<file path="config.mk">
export PLATFORM = sky130hd
export DESIGN_NAME = uart_reg_bridge
export DESIGN_NICKNAME = d
export VERILOG_FILES = /design/src/rtl/uart_reg_bridge.sv
export SDC_FILE = /design/constraint.sdc
export NUM_CORES = 1
export LEC_CHECK = 0
export BUFFER_PORTS_ARGS = -buffer_cell sky130_fd_sc_hd__buf_2
export CAP_MARGIN = 10
export CORE_MARGIN = 5
export CORE_UTILIZATION = 49
export DETAILED_ROUTE_END_ITERATION = 8
export PLACE_DENSITY = 0.66
export SYNTH_ARGS = -nofsm -noshare
export SYNTH_HDL_FRONTEND = slang
export SYNTH_SLANG_ARGS = --single-unit
</file>
<file path="constraint.sdc">
create_clock -name clk -period 8.8 [get_ports clk]
set_input_delay 2.64 -clock clk [delete_from_list [all_inputs] [get_ports clk]]
set_output_delay 2.64 -clock clk [all_outputs]
set_load 0.005 [all_outputs]
</file>
<file path="src/rtl/uart_reg_bridge.sv">
// Byte-level register bridge between the UART byte interfaces and the R-peak core.
// Host commands are {4'b0, addr[2:0], wr}. Writes assemble ECG samples; reads drain a small R-peak FIFO.
module uart_reg_bridge #(
  parameter int DATA_WIDTH  = 11,
  parameter int CTR_WIDTH   = 22,
  parameter int DATA_OFFSET = 1024,
  parameter int FIFO_DEPTH  = 8
) (
  input  logic                         clk,
  input  logic                         rst,
  input  logic                         rx_data_valid,
  input  logic [7:0]                   rx_data,
  input  logic                         tx_busy,
  output logic                         tx_data_valid,
  output logic [7:0]                   tx_data,
  output logic signed [DATA_WIDTH-1:0] sample_out,
  output logic                         sample_valid,
  input  logic [CTR_WIDTH-1:0]         rpeak_loc,
  input  logic                         rpeak_valid
);

  localparam int PTR_W  = $clog2(FIFO_DEPTH);
  localparam int CNT_W  = PTR_W + 1;
  localparam int HOLD_W = 24;

  localparam logic [2:0] ADDR_SR    = 3'd0;
  localparam logic [2:0] ADDR_DINL  = 3'd1;
  localparam logic [2:0] ADDR_DINH  = 3'd2;
  localparam logic [2:0] ADDR_DOUTL = 3'd3;
  localparam logic [2:0] ADDR_DOUTM = 3'd4;
  localparam logic [2:0] ADDR_DOUTH = 3'd5;

  typedef enum logic [1:0] {
    IDLE,
    WR_DATA,
    RD_RESP
  } state_t;

  state_t              state;
  logic [2:0]          addr;
  logic [7:0]          dinl;
  logic [HOLD_W-1:0]   hold;
  logic                cmd_err;
  logic                overflow;

  logic [CTR_WIDTH-1:0] fifo_mem [FIFO_DEPTH];
  logic [PTR_W-1:0]     rd_ptr;
  logic [PTR_W-1:0]     wr_ptr;
  logic [CNT_W-1:0]     count;

  logic              fifo_empty;
  logic              fifo_full;
  logic              send;
  logic              pop;
  logic              push;
  logic              drop;
  logic [HOLD_W-1:0] head_ext;
  logic [7:0]        sr_byte;
  logic [7:0]        resp_byte;

  assign fifo_empty = (count == '0);
  assign fifo_full  = (count == CNT_W'(FIFO_DEPTH));
  assign send       = (state == RD_RESP) && !tx_busy;
  assign pop        = send && (addr == ADDR_DOUTH) && !fifo_empty;
  // A pop in the same cycle frees a slot, so a push while full is still accepted
  assign push       = rpeak_valid && (!fifo_full || pop);
  assign drop       = rpeak_valid && fifo_full && !pop;
  assign head_ext   = HOLD_W'(fifo_mem[rd_ptr]);
  assign sr_byte    = {4'b0000, cmd_err, overflow, fifo_full, fifo_empty};

  always_comb begin
    resp_byte = 8'h00;
    case (addr)
      ADDR_SR:    resp_byte = sr_byte;
      ADDR_DOUTL: resp_byte = fifo_empty ? 8'h00 : head_ext[7:0];
      ADDR_DOUTM: resp_byte = hold[15:8];
      ADDR_DOUTH: resp_byte = hold[23:16];
      default:    resp_byte = 8'h00;
    endcase
  end

  always_ff @(posedge clk) begin
    if (push) begin
      fifo_mem[wr_ptr] <= rpeak_loc;
    end
  end

  always_ff @(posedge clk or posedge rst) begin
    if (rst) begin
      rd_ptr <= '0;
      wr_ptr <= '0;
      count  <= '0;
    end else begin
      if (push) begin
        wr_ptr <= wr_ptr + PTR_W'(1);
      end
      if (pop) begin
        rd_ptr <= rd_ptr + PTR_W'(1);
      end
      count <= count + CNT_W'(push) - CNT_W'(pop);
    end
  end

  // Flag clears from an SR read come first so any same-cycle set wins
  always_ff @(posedge clk or posedge rst) begin
    if (rst) begin
      state         <= IDLE;
      addr          <= '0;
      dinl          <= '0;
      hold          <= '0;
      cmd_err       <= 1'b0;
      overflow      <= 1'b0;
      tx_data_valid <= 1'b0;
      tx_data       <= '0;
      sample_valid  <= 1'b0;
      sample_out    <= '0;
    end else begin
      tx_data_valid <= 1'b0;
      sample_valid  <= 1'b0;

      if (send && (addr == ADDR_SR)) begin
        cmd_err  <= 1'b0;
        overflow <= 1'b0;
      end
      if (drop) begin
        overflow <= 1'b1;
      end

      case (state)
        IDLE: begin
          if (rx_data_valid) begin
            if (rx_data[7:4] != 4'h0) begin
              cmd_err <= 1'b1;
            end else begin
              addr  <= rx_data[3:1];
              state <= rx_data[0] ? WR_DATA : RD_RESP;
            end
          end
        end

        WR_DATA: begin
          if (rx_data_valid) begin
            if (addr == ADDR_DINL) begin
              dinl <= rx_data;
            end else if (addr == ADDR_DINH) begin
              sample_out   <= DATA_WIDTH'({rx_data[2:0], dinl}) - DATA_WIDTH'(DATA_OFFSET);
              sample_valid <= 1'b1;
            end
            state <= IDLE;
          end
        end

        RD_RESP: begin
          if (rx_data_valid) begin
            cmd_err <= 1'b1;
          end
          if (send) begin
            tx_data_valid <= 1'b1;
            tx_data       <= resp_byte;
            if (addr == ADDR_DOUTL) begin
              hold <= fifo_empty ? '0 : head_ext;
            end
            state <= IDLE;
          end
        end

        default: state <= IDLE;
      endcase
    end
  end

endmodule

</file>
Word-level counts from Yosys, hierarchy flattened
Memory sizes are Yosys's and may differ from the RTL's.
Cells that the tools add are included.
- magnitude comparators: 0
- equal/unequal tests: 12
- bitwise gates (word level): 2
- reductions and logical operators: 23
- add/sub/neg operators: 5
- shift operators: 0
- divide/modulo/power cells: 0
- multiply operators: 0
- multiplexer cells: 24
- operators by type and width (cell ; count):
    case mux 8 bit (4 select lines) ; 1
    2-to-1 mux 22 bit ; 1
    2-to-1 mux 1 bit ; 14
    subtractor 11 bit, second input constant ; 1
    2-to-1 mux 2 bit ; 5
    AND reduction 3 bit ; 3
    2-to-1 mux 8 bit ; 1
    != test 2 bit, second input constant ; 4
    AND reduction 4 bit ; 2
    logical AND 1 bit ; 7
    adder 3 x 1 -> 3 bit, second input constant ; 2
    equality test 3 x 2 -> 1 bit, second input constant ; 2
    equality test 3 bit, second input constant ; 2
    case mux 2 bit (3 select lines) ; 1
    adder 4 x 1 -> 4 bit ; 1
    equality test 4 bit, second input constant ; 1
    zero test 1 bit ; 4
    zero test 4 bit ; 1
    nonzero test 4 bit ; 1
    subtractor 4 x 1 -> 4 bit ; 1
    equality test 3 x 1 -> 1 bit, second input constant ; 1
    zero test 3 bit ; 1
    equality test 2 x 1 -> 1 bit, second input constant ; 1
    equality test 2 bit, second input constant ; 1
    other kinds (6) ; 7
- bits in writable memories: 176
- memory bits (read-only): 0
- bits of input ports: 35
- output and inout bits: 21
- register bits: 70
- latch bits: 0
- logic and storage cells: 80
- memories: 1
- memories (memory ; depth ; width ; rd ports ; clocked after Yosys merged registers in ; write ports ; line ; text):
    fifo_mem ; 8 ; 22 ; 1 ; 0 ; 1 ; 46 ; logic [CTR_WIDTH-1:0] fifo_mem [FIFO_DEPTH];

Depth between registers and ports, before layout
Gate-level depths: netlist of the first run.
- depth in word-level cells: 8
- depth in mapped cells: 10

Worst setup path before layout of the first run
OpenSTA, ideal clock, no wires.
- kind: input-to-reg
- start: input port tx_busy
- end: memory fifo_mem[0][0], enable pin
- stages on the path: 5
- setup time: 0.457 ns
- data arrival time: 5.805 ns
- path slack: 2.538 ns
- buffers on the path: 1
- cells stage by stage: or3b_1 > buf_6 > nor4_4 > o21ai_4 > nor4_1
- longest elaborated chain between the ends: 8
- RTL lines (item ; line ; text):
    from (decl) ; 13 ; input logic tx_busy,
    zero test 1 bit ; 63 ; assign send = (state == RD_RESP) && !tx_busy;
    logical AND 1 bit ; 63 ;
    logical AND 1 bit (2 in a row) ; 64 ; assign pop = send && (addr == ADDR_DOUTH) && !fifo_empty;
    logical OR 1 bit ; 66 ; assign push = rpeak_valid && (!fifo_full || pop);
    logical AND 1 bit ; 66 ;
    2-to-1 mux 1 bit ; 83 ; if (push) begin
    2-to-1 mux 1 bit (implied by the code) ; 84 ; fifo_mem[wr_ptr] <= rpeak_loc;
    to (decl) ; 46 ;
Every way passes these cells.

Worst setup path in the final report of the first run
- start: input port tx_busy
- end: memory fifo_mem[2][14], enable pin
The elaborated chain is that of the path after synthesis.

==> results.txt, run 1 <==
----------------------------------------------------
[STA]
  Final hold vios ... 0
  Count of endpoints failing setup in the final report ... 0
  Final Slew Violations ... 0
  Final period utilization ... 56.7%
  Final critical delay including setup and external delays ... 4990 ps
  Actual transition at the worst max-transition pin ... 895 ps
  RSZ-0062 raised after global routing ... false
  Highest Clock Rate ... 201 MHz
  Total Negative Setup Slacks ... 0 ps
  Maximum clock skew at final layout ... 14.8 ps
  Rel. slew slack ... 40.3%

[Setup path]
  Capturing element type of the critical path ... register
  CP Max Fanout ... 18
  Critical path, cell by cell ... buf_2 -> or3b_1 -> nor4_4 -> o21ai_4 -> nor3_2 -> buf_4
  Setup slack on the worst flop-to-flop path ... 5600 ps
  Arrival time reported for the critical path endpoint ... 5180 ps
  Crit-path max cell delay ... 690 ps
  Crit Path Class ... in2reg
  Worst setup SP type ... primary input
  Data required, critical path ... 8990 ps
  Slowest CP cell ... sky130_fd_sc_hd__nor3_2

[Pwr]
  Net switching power figure ... 0.658 mW
  Share of total power in combinational logic ... 11.6%
  Power Internal ... 2.05 mW
  Power density cells ... 256 nW/um^2
  Static leakage ... 3.80 nW
  Clock share of power ... 35.4%
  Flop pwr share ... 53.0%
  Switching share of power ... 24.3%
  VDD IR-drop max ... 0.000167 V

[Global routing]
  Maximum number of pins on one net before global-route repair ... 61
  Final global-route overflow total ... 0
  First-pass GRT wire length ... 28000 um
  Vias in the first global route ... 4880
  Total Routing Usage GR ... 16.5%
  Initial antenna violation count ... 0

[Floorplanning]
  # IOs ... 56
  Die area ... 21700 um^2
  Core area ... 18600 um^2
  Die Width ... 147 um
  Number of placement rows ... 50
  Initial Util ... 49.5%
  Height of the chip ... 147 um

[Clock tree]
  Clock sink count ... 236
  Post-cts sizing count ... 0
  Number of clock buffers inserted by TritonCTS ... 24
  Post-CTS setup buffer count ... 0
  CTS tree ... done
  Clock insertion delay at the later pin of the skew report ... 510 ps
  Worst-path clk slew ... 60 ps
  Htree depth ... 1
  Maximum count of clock buffers along a single path ... 3
  Clock tree root driver cell ... sky130_fd_sc_hd__clkbuf_16
  Number of buffers added to fix hold violations after cts ... 0

[Synth]
  Synth unique cells ... 45
  Number of synthesized flops with an enable pin ... 176
  Avg Cell Area, Syn ... 19.0 um^2
  Synthesized instance count ... 485
  Warnings from Yosys ... 0
  Most used flip-flop cell after synthesis ... sky130_fd_sc_hd__edfxtp_1
  Total of flip-flops plus latches after synthesis ... 236
  Mapped cell area ... 9240 um^2
  Synth Net Count ... 528
  Share of synthesized area occupied by flip-flops and latches ... 73.5%
  Ys async rst share ... 25.4%

[Placement]
  Final HPWL from detailed placement ... 10500 um
  Port buffer count ... 55
  Final RePlAce weighted congestion ... 0.804
  Total instance count after detailed placement ... 765

[Detailed routing]
  Total number of vias ... 4535
  First-iteration detailed-routing DRC count ... 305
  Post-detailed-routing wire length ... 17200 um
  Antenna violation net count after detailed routing ... 0
  Wire length per cell after detailed routing ... 21.3 um
  Number of iterations in the first detailed-routing pass ... 4
  Detail-routed via count per cell ... 5.61
  Remaining design rule violation count ... 0

[Finish]
  Leading cell type in the layout, fill and taps excluded ... sky130_fd_sc_hd__edfxtp_1
  Number of nets in the layout ... 600
  # diodes ... 0
  Most frequent cells in the layout ... sky130_fd_sc_hd__edfxtp_1 (176), sky130_fd_sc_hd__dfrtp_1 (58), sky130_fd_sc_hd__buf_2 (55)
  Area growth from synthesis to final layout ... 14.6%
  Fraction of final layout cells sized beyond drive strength 1 ... 32.1%
  Number of filler cells placed in the layout ... 1408
  Non-Filler Instances ... 808

[Run status]
  Result of the run ... completed

[Min path]
  Hold Crit Class ... reg2reg

[Run]
  Max-cap violations ... 0

----------------------------------------------------
-- metrics by stage --
step	util [%]	area (um^2)	hold WS (ps)	setup slack (ps)	total power, mW
2_1_floorplan	-	9240	443	2540	1.64
3_3_place_gp	52.8	9830	457	3330	1.76
3_5_place_dp	52.8	9830	479	3260	1.78
4_1_cts	56.8	10600	491	3770	2.74
5_1_grt	56.8	10600	514	3640	2.84
6_report	56.8	10600	488	3810	2.71
-- metal layers --
layer  global-route usage (%)  routed length (um)  part of all wire [%]  vias to the layer above
met2                     26.8                8480                    49                      112
met1                     23.6                7600                    44                     2341
met5                        0                   0                     0                        -
li1                         -                   -                     -                     2064
met4                     4.10                 269                   1.6                        0
met3                     3.05                 850                   4.9                       18
-- logic make-up after synthesis --
| logic type | after synthesis | share of synthesized area (%) |
|---|---|---|
| flops | 236 | 73.5 |
| mux | 92 | 16.3 |
| simple gates | 69 | 4.04 |
| compound gates | 43 | 2.97 |
| buf+inv | 31 | 1.48 |
| fa+ha+maj | 8 | 1.17 |
| xor+xnor | 6 | 0.569 |
-- synth_stat cells, drive strengths merged (4+ instances only) --
| cell | number | share of area, % |
|---|---|---|
| ha | 7 | 0.95 |
| nand2b | 6 | 0.41 |
| nand3 | 4 | 0.35 |
| mux2i | 24 | 2.6 |
| inv | 9 | 0.37 |
| xnor2 | 5 | 0.47 |
| o21ai | 25 | 1.5 |
| nor3 | 10 | 0.54 |
| nand2 | 25 | 1.0 |
| mux4 | 44 | 11 |
| mux2 | 24 | 3.0 |
| clkbuf | 11 | 0.45 |
| dfrtp | 60 | 16 |
| edfxtp | 176 | 57 |
| nor2 | 8 | 0.33 |
| buf | 11 | 0.66 |
| a22oi | 4 | 0.33 |
-- state kept, by name, indices dropped and copies added, names as in the netlist --
register / cells
fifo_mem: 176
hold: 14
sample_out: 11
dinl: 8
tx_data: 8
count: 4
addr: 3
rd_ptr: 3
wr_ptr: 3
state: 2
cmd_err: 1
overflow: 1
sample_valid: 1
tx_data_valid: 1
-- worst max-delay path: cells and delay by family --
family	cells	cell delay, ps
and+or+nand+nor	3	1870
buffers and inverters	2	500
AOI/OAI and AO/OA	1	160
-- power by group through the flow --
stage	combinational (mW)	sequential, mW	clock [mW]
3_3_place_gp	0.311	1.45	0
2_1_floorplan	0.209	1.43	0
6_report	0.315	1.43	0.958
5_1_grt	0.354	1.45	1.03
4_1_cts	0.324	1.43	0.982
3_5_place_dp	0.322	1.46	0
-- final cells by class --
type / instances / area (um^2) / share of cell area (%)
clock inverter: 15 / 134 / 1.26
multi-input combinational: 218 / 2350 / 22.2
timing repair buffer: 68 / 373 / 3.52
tap: 234 / 293 / 2.77
sequential: 236 / 6790 / 64.1
clock buffer: 28 / 616 / 5.82
inverter: 9 / 33.8 / 0.319
-- worst paths after layout --
path,startpoint,to,cells past startpoint
max,tx_busy,fifo_mem[2][14],6
min reg2reg,hold[21],hold[21],2
min in group asynchronous,rst,tx_data[1],3
max in group asynchronous,rst,rd_ptr[1],3
max reg2reg,state[1],fifo_mem[2][14],5
min,hold[21],hold[21],2
Power figures use the tool's default switching activity.
==> inputs of run 2 (changes only) <==
==> constraint.sdc (replaced) <==
create_clock -name clk -period 5.1 [get_ports clk]
set_input_delay 1.53 -clock clk [delete_from_list [all_inputs] [get_ports clk]]
set_output_delay 1.53 -clock clk [all_outputs]
set_load 0.005 [all_outputs]
==> run 2 against run 1 <==
  * First-iteration DRC count down 30%
  * Sequential share of layout area fell by 0.93 points
  * Clock skew down 1.1 ps
  * Register-to-register slack got worse by 3600 ps
  * Flip-flop and latch count did not move
  * Setup slack worse by 2500 ps
  * Non-clock buffer count rose by 4
  * Combinational power increased by 75%
  * Clock-buffer cell count increased by 3
  * Global-route usage about the same
  * Routed wire length grew 2.8%
  * Largest cell class unchanged
==> results.txt, run 2 (synthesis results as in run 1) <==
----------------------------------------------------
[Clock tree]
  Maximum count of clock buffers along a single path ... 3
  Htree depth ... 1
  Clock insertion delay at the later pin of the skew report ... 520 ps
  Clock tree root driver cell ... sky130_fd_sc_hd__clkbuf_16
  Number of buffers added to fix hold violations after cts ... 0
  CTS tree ... done
  Number of clock buffers inserted by TritonCTS ... 24
  Clock sink count ... 236
  Post-cts sizing count ... 0
  Post-CTS setup buffer count ... 0
  Worst-path clk slew ... 60 ps

[Floorplanning]
  Number of placement rows ... 50
  Height of the chip ... 147 um
  # IOs ... 56
  Die area ... 21700 um^2
  Initial Util ... 49.5%
  Core area ... 18600 um^2
  Die Width ... 147 um

[Finish]
  # diodes ... 0
  Number of filler cells placed in the layout ... 1407
  Finished Core Util ... 57.6%
  Register with the highest flop count ... fifo_mem
  Fraction of final layout cells sized beyond drive strength 1 ... 33.5%
  Final design area excluding fillers ... 10700 um^2
  Leading cell type in the layout, fill and taps excluded ... sky130_fd_sc_hd__edfxtp_1
  Flip-flop count of the largest register, all copies and words added ... 176
  Area growth from synthesis to final layout ... 16.3%
  Most frequent cells in the layout ... sky130_fd_sc_hd__edfxtp_1 (176), sky130_fd_sc_hd__dfrtp_1 (58), sky130_fd_sc_hd__buf_2 (55)
  Number of nets in the layout ... 604
  Registers with the highest flip-flop counts ... fifo_mem (176), hold (14), sample_out (11)

[Run status]
  Result of the run ... completed

[STA]
  Final period utilization ... 73.3%
  Final hold vios ... 0
  Maximum clock skew at final layout ... 13.7 ps
  Actual transition at the worst max-transition pin ... 762 ps
  Count of endpoints failing setup in the final report ... 0
  RSZ-0062 raised after global routing ... false
  Highest Clock Rate ... 267 MHz
  Final Slew Violations ... 0
  Final critical delay including setup and external delays ... 3740 ps
  Total Negative Setup Slacks ... 0 ps
  Rel. slew slack ... 49.1%

[Pwr]
  Power density cells ... 457 nW/um^2
  Switching share of power ... 23.8%
  VDD IR-drop max ... 0.000409 V
  Clock share of power ... 38.3%
  Share of total power in combinational logic ... 11.2%
  Flop pwr share ... 50.5%
  Power Internal ... 3.74 mW
  Net switching power figure ... 1.17 mW
  Static leakage ... 3.88 nW
  Total power after layout ... 4.91 mW

[Global routing]
  Vias in the first global route ... 4854
  Initial antenna violation count ... 0
  Maximum number of pins on one net before global-route repair ... 42
  Final global-route overflow total ... 0
  Total Routing Usage GR ... 16.6%
  First-pass GRT wire length ... 27700 um

[Setup path]
  Crit path buf inv count ... 2
  Critical path, cell by cell ... buf_2 -> or3b_1 -> nor4_4 -> o21ai_4 -> nor4_4 -> buf_4
  Slowest CP cell ... sky130_fd_sc_hd__or3b_1
  Worst setup SP type ... primary input
  Capturing element type of the critical path ... register
  Arrival time reported for the critical path endpoint ... 3960 ps
  CP dominant cell by count ... sky130_fd_sc_hd__nor4_4
  Data required, critical path ... 5320 ps
  CP Max Fanout ... 18
  Crit-path max cell delay ... 640 ps
  Crit Path Class ... in2reg
  Kind of cell adding the most delay to the critical path ... simple AND/OR/NAND/NOR gates

[Detailed routing]
  Wire length per cell after detailed routing ... 21.7 um
  Total number of vias ... 4587
  Antenna violation net count after detailed routing ... 0
  Detail-routed via count per cell ... 5.64
  Number of iterations in the first detailed-routing pass ... 4
  Remaining design rule violation count ... 0
  First-iteration detailed-routing DRC count ... 214
  Post-detailed-routing wire length ... 17700 um

[Run]
  Max-cap violations ... 0

[Min path]
  Hold Crit Class ... reg2reg

[Placement]
  Post-DP Area ... 9870 um^2
  Port buffer count ... 55
  Final RePlAce weighted congestion ... 0.788
  Final HPWL from detailed placement ... 11600 um

----------------------------------------------------
## run 2: changes by cell type in the layout (fill, tap and decap cells not counted)
cell / delta
sky130_fd_sc_hd__buf_4: +4
sky130_fd_sc_hd__bufinv_16: +3
sky130_fd_sc_hd__clkbuf_8: +3
sky130_fd_sc_hd__clkinv_1: -5
sky130_fd_sc_hd__clkinvlp_2: -1
sky130_fd_sc_hd__inv_6: +1
sky130_fd_sc_hd__nor4_2: -1
sky130_fd_sc_hd__nor4_4: +1
## run 2: power groups by stage
| stage | combinational (mW) | sequential [mW] | clock (mW) |
|---|---|---|---|
| 2_1_floorplan | 0.362 | 2.47 | 0 |
| 3_3_place_gp | 0.543 | 2.50 | 0 |
| 3_5_place_dp | 0.562 | 2.52 | 0 |
| 4_1_cts | 0.564 | 2.48 | 1.92 |
| 5_1_grt | 0.605 | 2.51 | 1.99 |
| 6_report | 0.552 | 2.48 | 1.88 |
## run 2: worst reg2reg max path: cells and delay by family (launching register included)
kind	cells	cell delay [ps]
AND/OR/NAND/NOR	3	1860
AO/OA/AOI/OAI	1	170
buffers and inverters	1	320
flip-flops	1	430
## run 2: layout make-up
| type | instances | area [um^2] | share of cell area [%] |
|---|---|---|---|
| multi-input combinational | 218 | 2350 | 21.9 |
| timing repair buffer | 72 | 403 | 3.75 |
| inverter | 9 | 33.8 | 0.315 |
| clock buffer | 31 | 657 | 6.12 |
| clock inverter | 13 | 209 | 1.95 |
| sequential | 236 | 6790 | 63.2 |
| tap | 234 | 293 | 2.73 |
## run 2: metrics by stage
| step | instances | hold WS, ps | worst slack [ps] |
|---|---|---|---|
| 2_1_floorplan | 485 | 443 | 488 |
| 3_3_place_gp | 769 | 460 | 905 |
| 3_5_place_dp | 769 | 473 | 822 |
| 4_1_cts | 813 | 489 | 1330 |
| 5_1_grt | 813 | 505 | 1230 |
| 6_report | 813 | 482 | 1360 |
## run 2: per-layer routing
layer	part of all wire [%]	GRT usage, %	vias to the layer above
li1	-	-	2074
met1	44	23.9	2342
met2	48	26.7	139
met3	5.4	2.53	32
met4	2.7	4.71	0
met5	0	0	-
## run 2: final timing paths
| kind | start | to | slack [ps] | depth (start not counted) |
|---|---|---|---|---|
| worst max-delay path | tx_busy | fifo_mem[0][12] | 1360 | 6 |
| worst min-delay path | sample_out[10] | sample_out[10] | 480 | 2 |
| worst max register to register | state[1] | fifo_mem[0][12] | 2020 | 5 |
| worst min register to register | sample_out[10] | sample_out[10] | 480 | 2 |
| max in group asynchronous | rst | dinl[5] | 3190 | 3 |
| min in group asynchronous | rst | count[0] | 1070 | 2 |
==> inputs of run 3 (changes only) <==
--- a/config.mk
+++ b/config.mk
@@ -10,7 +10,7 @@
 export CORE_MARGIN = 5
 export CORE_UTILIZATION = 49
 export DETAILED_ROUTE_END_ITERATION = 8
-export PLACE_DENSITY = 0.66
+export PLACE_DENSITY = 0.69
 export SYNTH_ARGS = -nofsm -noshare
 export SYNTH_HDL_FRONTEND = slang
 export SYNTH_SLANG_ARGS = --single-unit
==> constraint.sdc (replaced) <==
create_clock -name clk -period 3.2 [get_ports clk]
set_input_delay 0.96 -clock clk [delete_from_list [all_inputs] [get_ports clk]]
set_output_delay 0.96 -clock clk [all_outputs]
set_load 0.005 [all_outputs]
==> run 3 against run 2 <==
  * Hold slack got worse by 38 ps
  * Critical path type unchanged
  * Via count is 1.5% higher
  * Core utilization rose by 0.44 points
==> results.txt, run 3 (synthesis results as in run 1) <==
----------------------------------------------------
[Clock tree]
  Clock sink count ... 236
  Number of buffers added to fix hold violations after cts ... 0
  Post-CTS setup buffer count ... 0
  Clock tree root driver cell ... sky130_fd_sc_hd__clkbuf_16
  CTS tree ... done
  Htree depth ... 1
  Maximum count of clock buffers along a single path ... 3
  Worst-path clk slew ... 60 ps
  Clock insertion delay at the later pin of the skew report ... 510 ps
  Number of clock buffers inserted by TritonCTS ... 24
  Post-cts sizing count ... 0

[STA]
  Count of endpoints failing setup in the final report ... 0
  RSZ-0062 raised after global routing ... false
  Final critical delay including setup and external delays ... 2660 ps
  Highest Clock Rate ... 376 MHz
  Final Slew Violations ... 0
  Maximum clock skew at final layout ... 12.5 ps
  Hold Worst Slack ... 444 ps
  Final hold vios ... 0
  Actual transition at the worst max-transition pin ... 724 ps
  Minimum setup slack in the final design ... 544 ps
  Rel. slew slack ... 51.8%
  Final period utilization ... 83.0%

[Run]
  Max-cap violations ... 0

[Pwr]
  Net switching power figure ... 1.84 mW
  Power Internal ... 5.82 mW
  VDD IR-drop max ... 0.000518 V
  Static leakage ... 3.91 nW
  Flop pwr share ... 51.9%
  Switching share of power ... 24.0%
  Share of total power in combinational logic ... 12.5%
  Clock share of power ... 35.6%
  Power density cells ... 708 nW/um^2

[Global routing]
  Maximum number of pins on one net before global-route repair ... 37
  Final global-route overflow total ... 0
  Total Routing Usage GR ... 16.7%
  Initial antenna violation count ... 0
  Vias in the first global route ... 4921
  First-pass GRT wire length ... 28200 um

[Setup path]
  CP dominant cell by count ... sky130_fd_sc_hd__buf_4
  CP Max Fanout ... 9
  Worst r2r path cells ... 6
  Data required, critical path ... 3400 ps
  Beginning of the worst register-to-register path ... state[1]
  Crit-path max cell delay ... 450 ps
  Critical path, cell by cell ... buf_2 -> or3b_1 -> nor4_4 -> buf_4 -> o211ai_1 -> nor2_2 -> buf_4
  Setup slack on the worst flop-to-flop path ... 650 ps
  Capturing point of the worst reg2reg path ... fifo_mem[3][1]
  Capturing element type of the critical path ... register
  Arrival time reported for the critical path endpoint ... 2860 ps
  Slowest CP cell ... sky130_fd_sc_hd__or3b_1
  Crit Path Class ... in2reg
  Worst setup SP type ... primary input

[Floorplanning]
  # IOs ... 56
  Height of the chip ... 147 um
  Initial Util ... 49.5%
  Core area ... 18600 um^2
  Number of placement rows ... 50
  Die Width ... 147 um
  Die area ... 21700 um^2

[Finish]
  Flip-flop count of the largest register, all copies and words added ... 176
  Register with the highest flop count ... fifo_mem
  Most frequent cells in the layout ... sky130_fd_sc_hd__edfxtp_1 (176), sky130_fd_sc_hd__dfrtp_1 (58), sky130_fd_sc_hd__buf_2 (55)
  Number of nets in the layout ... 613
  Leading cell type in the layout, fill and taps excluded ... sky130_fd_sc_hd__edfxtp_1
  Finished Core Util ... 58.0%
  Registers with the highest flip-flop counts ... fifo_mem (176), hold (14), sample_out (11)
  # diodes ... 0
  Area growth from synthesis to final layout ... 17.2%
  Fraction of final layout cells sized beyond drive strength 1 ... 33.6%

[Detailed routing]
  Number of iterations in the first detailed-routing pass ... 5
  Total number of vias ... 4656
  Post-detailed-routing wire length ... 17600 um
  Wire length per cell after detailed routing ... 21.5 um
  Detail-routed via count per cell ... 5.68
  Antenna violation net count after detailed routing ... 0
  First-iteration detailed-routing DRC count ... 267
  Remaining design rule violation count ... 0

[Placement]
  Final HPWL from detailed placement ... 11600 um
  Pre-CTS setup slack ... 52.2 ps
  Port buffer count ... 55
  Final RePlAce weighted congestion ... 0.829

[Run status]
  Result of the run ... completed

[Min path]
  Hold Crit Class ... in2async

----------------------------------------------------
run 3: how the worst max path moves through the flow:
stage	startpoint	end	slack, ps	cells past startpoint
after floorplan	tx_busy	fifo_mem[3][0]	-260	5
after global placement	tx_busy	count[1]	150	9
after detailed placement	tx_busy	fifo_mem[3][1]	50	7
after CTS	tx_busy	fifo_mem[3][1]	580	7
after global routing	tx_busy	fifo_mem[5][1]	480	7
final	tx_busy	fifo_mem[3][1]	540	7
run 3: power groups by stage:
stage / Combinational (mW) / Sequential (mW) / Clock [mW]
6_report: 0.957 / 3.97 / 2.73
5_1_grt: 1.04 / 4.01 / 2.95
4_1_cts: 0.979 / 3.97 / 2.80
3_5_place_dp: 0.977 / 4.03 / 0
3_3_place_gp: 0.937 / 4.00 / 0
2_1_floorplan: 0.588 / 3.94 / 0
run 3: metrics by stage:
step | power [mW] | TNS [ps] | instances | instance area [um^2]
global route | 8.01 | 0 | 820 | 10800
detailed placement | 5.01 | 0 | 778 | 10000
CTS | 7.75 | 0 | 820 | 10800
global placement | 4.94 | 0 | 778 | 10000
floorplan | 4.53 | -31440 | 485 | 9270
finish | 7.66 | 0 | 820 | 10800
run 3: cell type report:
type | instances | area [um^2]
fill | 1394 | 7820
sequential | 236 | 6790
multi-input combinational | 218 | 2380
clock buffer | 28 | 637
timing repair buffer | 81 | 546
tap | 234 | 293
clock inverter | 14 | 144
inverter | 9 | 33.8
run 3: layer usage:
metal	wire, um	global-route usage (%)
met5	0	0
met4	197	3.40
met2	8950	28.0
met3	937	3.18
met1	7510	23.2
run 3: critical path, delay by kind of cell:
kind | cells | cell delay, ps
compound gates | 1 | 250
buf+inv | 3 | 570
simple gates | 3 | 1070
